[src/rtl/coherence_pkg.sv]
// Encodings shared by the processor-side controller and the bus-side snoop FSM.
//   bus_op_e   : bus operation issued on bus_op
//   line_st_e  : MSI line state held in the tag/state array
//   ctrl_st_e  : processor-side controller FSM state
package coherence_pkg;

  typedef enum logic [1:0] {
    READ_MISS  = 2'b00,
    INVALIDATE = 2'b01,
    WRITE_MISS = 2'b10
  } bus_op_e;

  typedef enum logic [1:0] {
    INVALID   = 2'b00,
    EXCLUSIVE = 2'b01,
    SHARED    = 2'b10
  } line_st_e;

  typedef enum logic [2:0] {
    S_IDLE,
    S_LOOKUP,
    S_RESP,
    S_WB,
    S_BUS
  } ctrl_st_e;

  // State a line takes once its bus op completes: a read fill is shared,
  // anything that gains write ownership is exclusive.
  function automatic line_st_e fill_state(bus_op_e op);
    return (op == READ_MISS) ? SHARED : EXCLUSIVE;
  endfunction

endpackage

[src/rtl/cpu_coherence_ctrl_if.sv]
// Handshake bundle of the processor-side coherence controller.
//   cpu_req_* / cpu_resp_* : CPU request/completion
//   bus_*                  : bus op request to the arbiter
//   wb_*                   : dirty victim write-back
//   snp_*                  : line state updates from the bus-side snoop FSM
// slave  : controller view.   master : environment (CPU, arbiter, snoop FSM) view.
interface cpu_coherence_ctrl_if #(
  parameter int ADDR_W  = 8,
  parameter int INDEX_W = 2
);
  logic              cpu_req_valid;
  logic              cpu_req_write;
  logic [ADDR_W-1:0] cpu_req_addr;
  logic              cpu_req_ready;
  logic              cpu_resp_valid;
  logic              cpu_resp_hit;

  logic              bus_req;
  logic [1:0]        bus_op;
  logic [ADDR_W-1:0] bus_addr;
  logic              bus_grant;

  logic              wb_valid;
  logic [ADDR_W-1:0] wb_addr;
  logic              wb_ack;

  logic               snp_valid;
  logic [INDEX_W-1:0] snp_index;
  logic [1:0]         snp_state;

  modport slave (
    input  cpu_req_valid, cpu_req_write, cpu_req_addr,
    output cpu_req_ready, cpu_resp_valid, cpu_resp_hit,
    output bus_req, bus_op, bus_addr,
    input  bus_grant,
    output wb_valid, wb_addr,
    input  wb_ack,
    input  snp_valid, snp_index, snp_state
  );

  modport master (
    output cpu_req_valid, cpu_req_write, cpu_req_addr,
    input  cpu_req_ready, cpu_resp_valid, cpu_resp_hit,
    input  bus_req, bus_op, bus_addr,
    output bus_grant,
    input  wb_valid, wb_addr,
    output wb_ack,
    output snp_valid, snp_index, snp_state
  );
endinterface

[src/rtl/coherence_line_array.sv]
// Direct-mapped tag/state array.
//   rd_*   : combinational read port; a snoop to the same line in the same
//            cycle is forwarded so the reader never sees a stale state
//   cpu_*  : controller write port (state, optionally tag); wins over snoop
//   snp_*  : snoop state write port (tag untouched)
module coherence_line_array
  import coherence_pkg::*;
#(
  parameter int INDEX_W = 2,
  parameter int TAG_W   = 6
) (
  input  logic               clock,
  input  logic               reset,
  input  logic [INDEX_W-1:0] rd_index,
  output logic [TAG_W-1:0]   rd_tag,
  output line_st_e           rd_state,
  input  logic               cpu_we,
  input  logic               cpu_tag_we,
  input  logic [INDEX_W-1:0] cpu_index,
  input  logic [TAG_W-1:0]   cpu_tag,
  input  line_st_e           cpu_state,
  input  logic               snp_valid,
  input  logic [INDEX_W-1:0] snp_index,
  input  line_st_e           snp_state
);
  localparam int LINES = 1 << INDEX_W;

  logic [LINES-1:0][TAG_W-1:0] tag_q;
  logic [LINES-1:0][1:0]       st_q;

  always_ff @(posedge clock) begin
    if (reset) begin
      tag_q <= '0;
      st_q  <= '0;
    end else begin
      if (snp_valid && !(cpu_we && cpu_index == snp_index))
        st_q[snp_index] <= snp_state;
      if (cpu_we) begin
        st_q[cpu_index] <= cpu_state;
        if (cpu_tag_we) tag_q[cpu_index] <= cpu_tag;
      end
    end
  end

  always_comb begin
    rd_tag   = tag_q[rd_index];
    rd_state = line_st_e'(st_q[rd_index]);
    if (snp_valid && snp_index == rd_index) rd_state = snp_state;
  end

endmodule

[src/rtl/cpu_coherence_ctrl.sv]
// Processor-side half of an MSI snooping controller for one cache.
//   clock, reset : rising-edge clock, synchronous active-high reset
//   bif (slave)  : CPU request/response, bus op request/grant, victim
//                  write-back, snoop state updates
// A request is looked up once; hits respond directly, misses/upgrades go
// through an optional dirty-victim write-back and then one bus op.
module cpu_coherence_ctrl
  import coherence_pkg::*;
#(
  parameter int ADDR_W  = 8,
  parameter int INDEX_W = 2
) (
  input logic               clock,
  input logic               reset,
  cpu_coherence_ctrl_if.slave bif
);
  localparam int TAG_W = ADDR_W - INDEX_W;

  ctrl_st_e          st_q, st_d;
  logic              req_write_q;
  logic [ADDR_W-1:0] req_addr_q;
  bus_op_e           op_q;
  logic              hit_q;
  logic [TAG_W-1:0]  vic_tag_q;

  logic [INDEX_W-1:0] idx;
  logic [TAG_W-1:0]   rtag;
  assign idx  = req_addr_q[INDEX_W-1:0];
  assign rtag = req_addr_q[ADDR_W-1:INDEX_W];

  logic [TAG_W-1:0] rd_tag;
  line_st_e         rd_state;
  logic             cpu_we, cpu_tag_we;
  line_st_e         cpu_state;

  coherence_line_array #(.INDEX_W(INDEX_W), .TAG_W(TAG_W)) u_arr (
    .clock      (clock),
    .reset      (reset),
    .rd_index   (idx),
    .rd_tag     (rd_tag),
    .rd_state   (rd_state),
    .cpu_we     (cpu_we),
    .cpu_tag_we (cpu_tag_we),
    .cpu_index  (idx),
    .cpu_tag    (rtag),
    .cpu_state  (cpu_state),
    .snp_valid  (bif.snp_valid),
    .snp_index  (bif.snp_index),
    .snp_state  (line_st_e'(bif.snp_state))
  );

  // Lookup decode (meaningful only in S_LOOKUP).
  logic    lk_hit, lk_resp_hit;
  bus_op_e lk_op;
  assign lk_hit      = (rd_tag == rtag) && (rd_state != INVALID);
  assign lk_resp_hit = lk_hit && (!req_write_q || rd_state == EXCLUSIVE);
  assign lk_op       = lk_hit ? INVALIDATE : (req_write_q ? WRITE_MISS : READ_MISS);

  always_comb begin
    st_d       = st_q;
    cpu_we     = 1'b0;
    cpu_tag_we = 1'b0;
    cpu_state  = INVALID;
    case (st_q)
      S_IDLE:   if (bif.cpu_req_valid) st_d = S_LOOKUP;
      S_LOOKUP: begin
        if (lk_resp_hit)                      st_d = S_RESP;
        else if (!lk_hit && rd_state == EXCLUSIVE) st_d = S_WB;
        else                                  st_d = S_BUS;
      end
      S_WB: if (bif.wb_ack) begin
        cpu_we    = 1'b1;
        cpu_state = INVALID;
        st_d      = S_BUS;
      end
      S_BUS: if (bif.bus_grant) begin
        cpu_we     = 1'b1;
        cpu_tag_we = 1'b1;
        cpu_state  = fill_state(op_q);
        st_d       = S_RESP;
      end
      S_RESP:  st_d = S_IDLE;
      default: st_d = S_IDLE;
    endcase
  end

  always_ff @(posedge clock) begin
    if (reset) begin
      st_q        <= S_IDLE;
      req_write_q <= 1'b0;
      req_addr_q  <= '0;
      op_q        <= READ_MISS;
      hit_q       <= 1'b0;
      vic_tag_q   <= '0;
    end else begin
      st_q <= st_d;
      case (st_q)
        S_IDLE: if (bif.cpu_req_valid) begin
          req_write_q <= bif.cpu_req_write;
          req_addr_q  <= bif.cpu_req_addr;
        end
        S_LOOKUP: begin
          hit_q     <= lk_resp_hit;
          op_q      <= lk_op;
          vic_tag_q <= rd_tag;
        end
        // Another cache took the line while our upgrade waited: we no longer
        // hold the data, so the upgrade must become a full write miss.
        S_BUS: if (!bif.bus_grant && bif.snp_valid && bif.snp_index == idx &&
                   op_q == INVALIDATE && bif.snp_state == INVALID)
          op_q <= WRITE_MISS;
        default: ;
      endcase
    end
  end

  // Outputs are forced low while reset is held so an abandoned transaction
  // never leaks a request in the reset cycle itself.
  assign bif.cpu_req_ready  = !reset && st_q == S_IDLE;
  assign bif.cpu_resp_valid = !reset && st_q == S_RESP;
  assign bif.cpu_resp_hit   = !reset && st_q == S_RESP && hit_q;
  assign bif.bus_req        = !reset && st_q == S_BUS;
  assign bif.bus_op         = reset ? 2'b00 : op_q;
  assign bif.bus_addr       = reset ? '0 : req_addr_q;
  assign bif.wb_valid       = !reset && st_q == S_WB;
  assign bif.wb_addr        = reset ? '0 : {vic_tag_q, idx};

endmodule

[src/flat_wrapper.sv]
// flat-port wrapper written by rule: the top's interface ports become plain ports
module cpu_coherence_ctrl_flat import coherence_pkg::*;
#(
  parameter int ADDR_W  = 8,
  parameter int INDEX_W = 2
)
  (clock, reset, bif_cpu_req_valid, bif_cpu_req_write, bif_cpu_req_addr, bif_cpu_req_ready, bif_cpu_resp_valid, bif_cpu_resp_hit, bif_bus_req, bif_bus_op, bif_bus_addr, bif_bus_grant, bif_wb_valid, bif_wb_addr, bif_wb_ack, bif_snp_valid, bif_snp_index, bif_snp_state);
  cpu_coherence_ctrl_if #(.ADDR_W(ADDR_W), .INDEX_W(INDEX_W)) bif_i ();
  input logic clock;
  input logic reset;
  input wire logic [$bits(bif_i.cpu_req_valid)-1:0] bif_cpu_req_valid;
  input wire logic [$bits(bif_i.cpu_req_write)-1:0] bif_cpu_req_write;
  input wire logic [$bits(bif_i.cpu_req_addr)-1:0] bif_cpu_req_addr;
  output wire logic [$bits(bif_i.cpu_req_ready)-1:0] bif_cpu_req_ready;
  output wire logic [$bits(bif_i.cpu_resp_valid)-1:0] bif_cpu_resp_valid;
  output wire logic [$bits(bif_i.cpu_resp_hit)-1:0] bif_cpu_resp_hit;
  output wire logic [$bits(bif_i.bus_req)-1:0] bif_bus_req;
  output wire logic [$bits(bif_i.bus_op)-1:0] bif_bus_op;
  output wire logic [$bits(bif_i.bus_addr)-1:0] bif_bus_addr;
  input wire logic [$bits(bif_i.bus_grant)-1:0] bif_bus_grant;
  output wire logic [$bits(bif_i.wb_valid)-1:0] bif_wb_valid;
  output wire logic [$bits(bif_i.wb_addr)-1:0] bif_wb_addr;
  input wire logic [$bits(bif_i.wb_ack)-1:0] bif_wb_ack;
  input wire logic [$bits(bif_i.snp_valid)-1:0] bif_snp_valid;
  input wire logic [$bits(bif_i.snp_index)-1:0] bif_snp_index;
  input wire logic [$bits(bif_i.snp_state)-1:0] bif_snp_state;
  assign bif_i.cpu_req_valid = bif_cpu_req_valid;
  assign bif_i.cpu_req_write = bif_cpu_req_write;
  assign bif_i.cpu_req_addr = bif_cpu_req_addr;
  assign bif_cpu_req_ready = bif_i.cpu_req_ready;
  assign bif_cpu_resp_valid = bif_i.cpu_resp_valid;
  assign bif_cpu_resp_hit = bif_i.cpu_resp_hit;
  assign bif_bus_req = bif_i.bus_req;
  assign bif_bus_op = bif_i.bus_op;
  assign bif_bus_addr = bif_i.bus_addr;
  assign bif_i.bus_grant = bif_bus_grant;
  assign bif_wb_valid = bif_i.wb_valid;
  assign bif_wb_addr = bif_i.wb_addr;
  assign bif_i.wb_ack = bif_wb_ack;
  assign bif_i.snp_valid = bif_snp_valid;
  assign bif_i.snp_index = bif_snp_index;
  assign bif_i.snp_state = bif_snp_state;
  cpu_coherence_ctrl #(.ADDR_W(ADDR_W), .INDEX_W(INDEX_W)) u_core (.clock(clock), .reset(reset), .bif(bif_i));
endmodule
[config.mk]
export PLATFORM = sky130hd
export DESIGN_NAME = cpu_coherence_ctrl_flat
export DESIGN_NICKNAME = d
export VERILOG_FILES = /design/src/rtl/coherence_pkg.sv /design/src/rtl/cpu_coherence_ctrl_if.sv /design/src/rtl/coherence_line_array.sv /design/src/rtl/cpu_coherence_ctrl.sv /design/src/flat_wrapper.sv
export SDC_FILE = /design/constraint.sdc
export NUM_CORES = 1
export LEC_CHECK = 0
export CAP_MARGIN = 15
export CORE_MARGIN = 2
export CORE_UTILIZATION = 55
export CTS_CLUSTER_SIZE = 40
export DETAILED_ROUTE_END_ITERATION = 6
export PLACE_DENSITY_LB_ADDON = 0.12
export REMOVE_ABC_BUFFERS = 1
export SLEW_MARGIN = 20
export SYNTH_ARGS = -nofsm -noshare
export SYNTH_HDL_FRONTEND = slang
export SYNTH_SLANG_ARGS = --single-unit
[constraint.sdc]
create_clock -name clock -period 5.2 [get_ports clock]
set_clock_uncertainty 0.05 [all_clocks]
set_input_delay 1.04 -clock clock [delete_from_list [all_inputs] [get_ports clock]]
set_output_delay 1.04 -clock clock [all_outputs]
set_load 0.1 [all_outputs]
---- After elaboration in Yosys (flattened, before gate mapping) ----
Index checks and enable logic that the tools add are counted.
word-level totals
  output and inout port bits .............. 23
  logic and storage cells ................. 100
  bits of input ports ..................... 19
  flip-flop bits (word level) ............. 53
cells by class
  magnitude comparators ................... 4
  eq/ne operators ......................... 13
  muxes and demuxes ....................... 37
  reductions and logical operators ........ 32
operators with widths
  kind                  number
  $mux W8               5
  $bwmux W24            1
  $mux W2               11
  $logic_and A1 B1 Y1   17
  $bwmux W8             2
  $mux W3               5
  $bmux W6 S2           1
  $demux W6 S2          1
  $mux W6               2
  $pmux W3 S4           1
  $demux W2 S2          2
  $eq A3 B2 Y1 const B  2
  $eq A6 B6 Y1          1
  $lt A2 B3 Y1 const B  2
  $ne A2 B2 Y1 const B  3
  $reduce_and A2 Y1     3
  $logic_not A1 Y1      5
  $bmux W2 S2           1
  $eq A2 B1 Y1 const B  2
  $eq A2 B2 Y1          2
  $ge A2 B1 Y1 const B  2
  $logic_not A2 Y1      2
  $pmux W2 S2           1
  $reduce_bool A2 Y1    2
  8 further kinds       10

---- Logic depth before layout (Yosys ltp) ----
  word-level depth ........................ 10
  depth in mapped cells ................... 7
  gate-level depth less buffers ........... 5

---- Modules after synthesis ----
Synthesis repeated with hierarchy kept, for this count alone.
unflattened totals
  cells, all modules ...................... 293
  area, all modules ....................... 2776.4 um^2
modules (own cells, without submodules)
  module                seq. area each (um^2)  area an instance (um^2)  instances  cells each
  coherence_line_array  640.6                  1542.7                   1          138
  cpu_coherence_ctrl    420.4                  1233.7                   1          155

---- Worst setup path after synthesis ----
No wires, ideal clock.
  path type ............................... input to output
  start ................................... input port reset
  end ..................................... output port bif_cpu_resp_hit
  data required time ...................... 4.110 ns
  slack ................................... -1.302 ns
  path buffers ............................ 1
  arrival time ............................ 5.412 ns
  stages on the path ...................... 3
  cells stage by stage .................... clkbuf_1 -> nor4b_1 -> and2_1
on the way
  word-level cells in the longest chain between the ends .. 3
ends and longest elaborated chain
  item                    RTL line                   source
  from (decl)             flat_wrapper.sv:10         input logic reset;
  $logic_not A1 Y1        n/a
  $logic_and A1 B1 Y1     n/a
  net bif_cpu_resp_valid  flat_wrapper.sv:15         output wire logic [$bits(bif_i.cpu_resp_valid)-1:0] bif_cpu_resp_valid;
  $logic_and A1 B1 Y1     cpu_coherence_ctrl.sv:121  assign bif.cpu_resp_hit = !reset && st_q == S_RESP && hit_q;
  to (decl)               flat_wrapper.sv:16         output wire logic [$bits(bif_i.cpu_resp_hit)-1:0] bif_cpu_resp_hit;
The timed path passes the listed nets, and every way through them passes these cells.

---- Worst setup path after layout ----
  start ................................... input port reset
  end ..................................... output port bif_wb_valid
on the way
  word-level cells in the longest chain between the ends .. 2
ends and longest elaborated chain
  item                 RTL line                   source
  $logic_not A1 Y1     cpu_coherence_ctrl.sv:125  assign bif.wb_valid = !reset && st_q == S_WB;
  $logic_and A1 B1 Y1  cpu_coherence_ctrl.sv:125
  to (decl)            flat_wrapper.sv:21         output wire logic [$bits(bif_i.wb_valid)-1:0] bif_wb_valid;
No other way between the ends.

==> impl_metrics.toml <==
[clock_network]
cts_tree = "yes"
cts_made_buffers = 5
postCtsSetupRepairBufs = 0
cts_hold_buf = 0
cts.sinks = 53
ctsHtreeMaxLevel = 2
clkLatencyLatePin_ns = 0.30
cts_resized = 0
cts-root-buf = "clkbuf_8"
clk_pin_slew_ns = 0.10
clockBufferDepth = 2

[power_and_ir_drop]
p_int_uw = 571
pwr-share-comb = 0.192
swShare = 0.317
p_total_uw = 835
net-switching-power_uw = 264
p_leak_nw = 1.13
seqPwrFrac = 0.527
p_clk_frac = 0.281
cellPowerDensity_nw_per_um2 = 260
ir_worst_vdd_mv = 0.168

[route]
num_vias = 2361
initialDrtViolationCount = 117
wire_per_inst_um = 15.3
dr.pass1.iters = 4
routed_wl_um = 6320
drc = 0
avgViaCountPerCell = 5.73
antenna_left = 0

[placed_design]
pre_cts_ws_ns = 1.19
dp_hpwl_um = 4320
gp_congestion = 0.852
port_buffers = 41

[grt]
grt_pass1_wl_um = 10000
grt_max_degree = 44
grt_pass1_vias = 2013
antenna_found_initial = 0
grt_overflow = 0
grt_usage = 0.237

[synthesis]
netlist_area_um2 = 2730
ys.flop_type = "dfxtp_1"
synth-seq-cells = 53
yosysWarnings = 0
syn_area_per_cell_um2 = 8.62
netlist-cell-type-count = 42
async_flop_share = 0
seq_area_frac_synth = 0.388
synth-edff-count = 0
syn_inst = 317

[cells_and_area]
multi_input_area_um2 = 1560
regArea_um2 = 1060
final_layout_size_suffix_gt1_frac = 0.0928
area_delta_synth_final_pct = 17.9
nets = 363
fillers = 425
num_antenna_cells = 0

[sta]
fmax_mhz = 250
tightest_slew_ns = 1.00
setup_viol = 0
min_period_over_period = 0.768
finalHoldViolations = 0
fin_crit_ns = 3.99
relSlewSlack = 0.328
hold_ws_ns = 0.404
slew_violations = 0
layout_setup_ws_ns = 1.21
rsz0062_at_grt = "no"

[critical_path]
crit_fanout = 43
worst_r2r_path_depth = 5
reg2reg_from = "u_core.req_addr_q[0]"
cp.required_ns = 4.11
slowest_stage = "clkdlybuf4s50_1"
rrSetupSlack_ns = 2.63
worstPathArrival_ns = 2.90
crit_cells = 3
cpPeakStageDelay_ns = 1.17
path_class = "in2out"
rr_endpoint = "u_core.op_q[1]"
crit_family = "buffers and inverters"
cp_num_buf_inv = 2
worstSetupStartpointType = "input pin"
critical_path.cell_chain = "buf_2 > nor4bb_1 > clkdlybuf4s50_1"
setup.worst_path.end_class = "output port"

[run]
max-cap-violations = 0

[hold_path]
hold_path.class = "reg2reg"
whs_path_depth = 2
hold_start = "u_core.vic_tag_q[3]"
hold_end = "u_core.vic_tag_q[3]"

[status]
status = "complete, no violations"

[floorplanning]
io_pins = 42
die_y_um = 74.5
num_rows = 25
initial_core_util = 0.574
dieArea_um2 = 5550
core_area_um2 = 4750
die_w_um = 74.5
[worst max path at each step]
stage               start          endpoint  slack, ns
finish              reset      bif_wb_valid       1.21
global route        reset      bif_wb_valid       1.10
CTS                 reset      bif_wb_valid       1.19
floorplan           reset  bif_cpu_resp_hit      -1.17
global placement    reset      bif_wb_valid       1.21
detailed placement  reset      bif_wb_valid       1.19
[area by class of cell]
type | instances | area share
clock inverter | 2 | 0.00428
clock buffer | 6 | 0.0225
inverter | 3 | 0.00350
tap | 67 | 0.0260
multi-input combinational | 237 | 0.484
timing repair buffer | 44 | 0.130
sequential | 53 | 0.330
[state kept, by name, indices dropped and copies added (netlist names)]
register and cells:
u_core.u_arr.tag_q 24, u_core.req_addr_q 8, u_core.u_arr.st_q 8, u_core.vic_tag_q 6, u_core.st_q 3, u_core.op_q 2, u_core.hit_q 1, u_core.req_write_q 1
[routing by layer]
metal,track usage,wire (um)
met1,0.333,2930
met2,0.388,3000
met3,0.0407,367
met4,0.0476,20
met5,0,0
[synthesized netlist by cell type, drive strengths merged, types with 3 or more instances]
| cell | instances | area, um^2 |
|---|---|---|
| nor4b | 4 | 47.6 |
| or3 | 3 | 18.8 |
| o21bai | 3 | 26.3 |
| buf | 6 | 47.5 |
| xnor2 | 8 | 100 |
| nor2b | 21 | 131 |
| inv | 3 | 11.3 |
| nor2 | 11 | 41.3 |
| nand3 | 22 | 110 |
| a21oi | 39 | 195 |
| mux2i | 15 | 150 |
| nand2b | 3 | 18.8 |
| o21ai | 4 | 20.0 |
| mux4 | 8 | 188 |
| o22ai | 8 | 50.1 |
| nand2 | 66 | 248 |
| clkbuf | 18 | 67.6 |
| dfxtp | 53 | 1060 |
[tightest hold or removal path, delay by kind of cell, from the launching register on]
kind | cells | cell delay [ns]
AO/OA/AOI/OAI | 1 | 0.05
AND/OR/NAND/NOR | 1 | 0.05
flip-flops | 1 | 0.32
[cell usage in the layout (no fill, tap or decap), types with 3 or more instances in the layout]
master	instances
a21oi_1	39
mux2i_1	15
or3_1	3
nor2_1	11
mux4_2	6
nor2b_1	21
dfxtp_1	53
o21ai_0	4
nand3_1	22
clkdlybuf4s50_1	36
nand2_1	66
xnor2_1	4
clkbuf_8	5
buf_4	7
xnor2_2	4
o22ai_1	8
inv_1	3
nand2b_1	3
[cell families (layout without fill, tap and decap cells)]
kind of cell,Yosys count,count (layout),share of synthesized area
and+or+nand+nor,139,139,0.252
AOI/OAI and AO/OA,66,66,0.149
DFF,53,53,0.388
buffers and inverters,27,55,0.0463
muxes,24,24,0.128
xor gates and xnor gates,8,8,0.0366
[power groups by stage]
| stage | Clock, mW | Combinational, mW | Sequential, mW |
|---|---|---|---|
| after CTS | 0.237 | 0.161 | 0.440 |
| final | 0.235 | 0.161 | 0.440 |
| after global routing | 0.257 | 0.173 | 0.443 |
| after detailed placement | 0 | 0.160 | 0.450 |
| after global placement | 0 | 0.159 | 0.449 |
| after floorplan | 0 | 0.108 | 0.442 |
[stage by stage]
step | utilization | TNS (ns) | area [um^2] | instances
2_1_floorplan | - | -1.29 | 2620 | 293
3_3_place_gp | 0.659 | 0 | 3130 | 404
3_5_place_dp | 0.659 | 0 | 3130 | 404
4_1_cts | 0.677 | 0 | 3220 | 412
5_1_grt | 0.677 | 0 | 3220 | 412
6_report | 0.677 | 0 | 3220 | 412
Note: power is estimated with default switching activity, not from simulation.
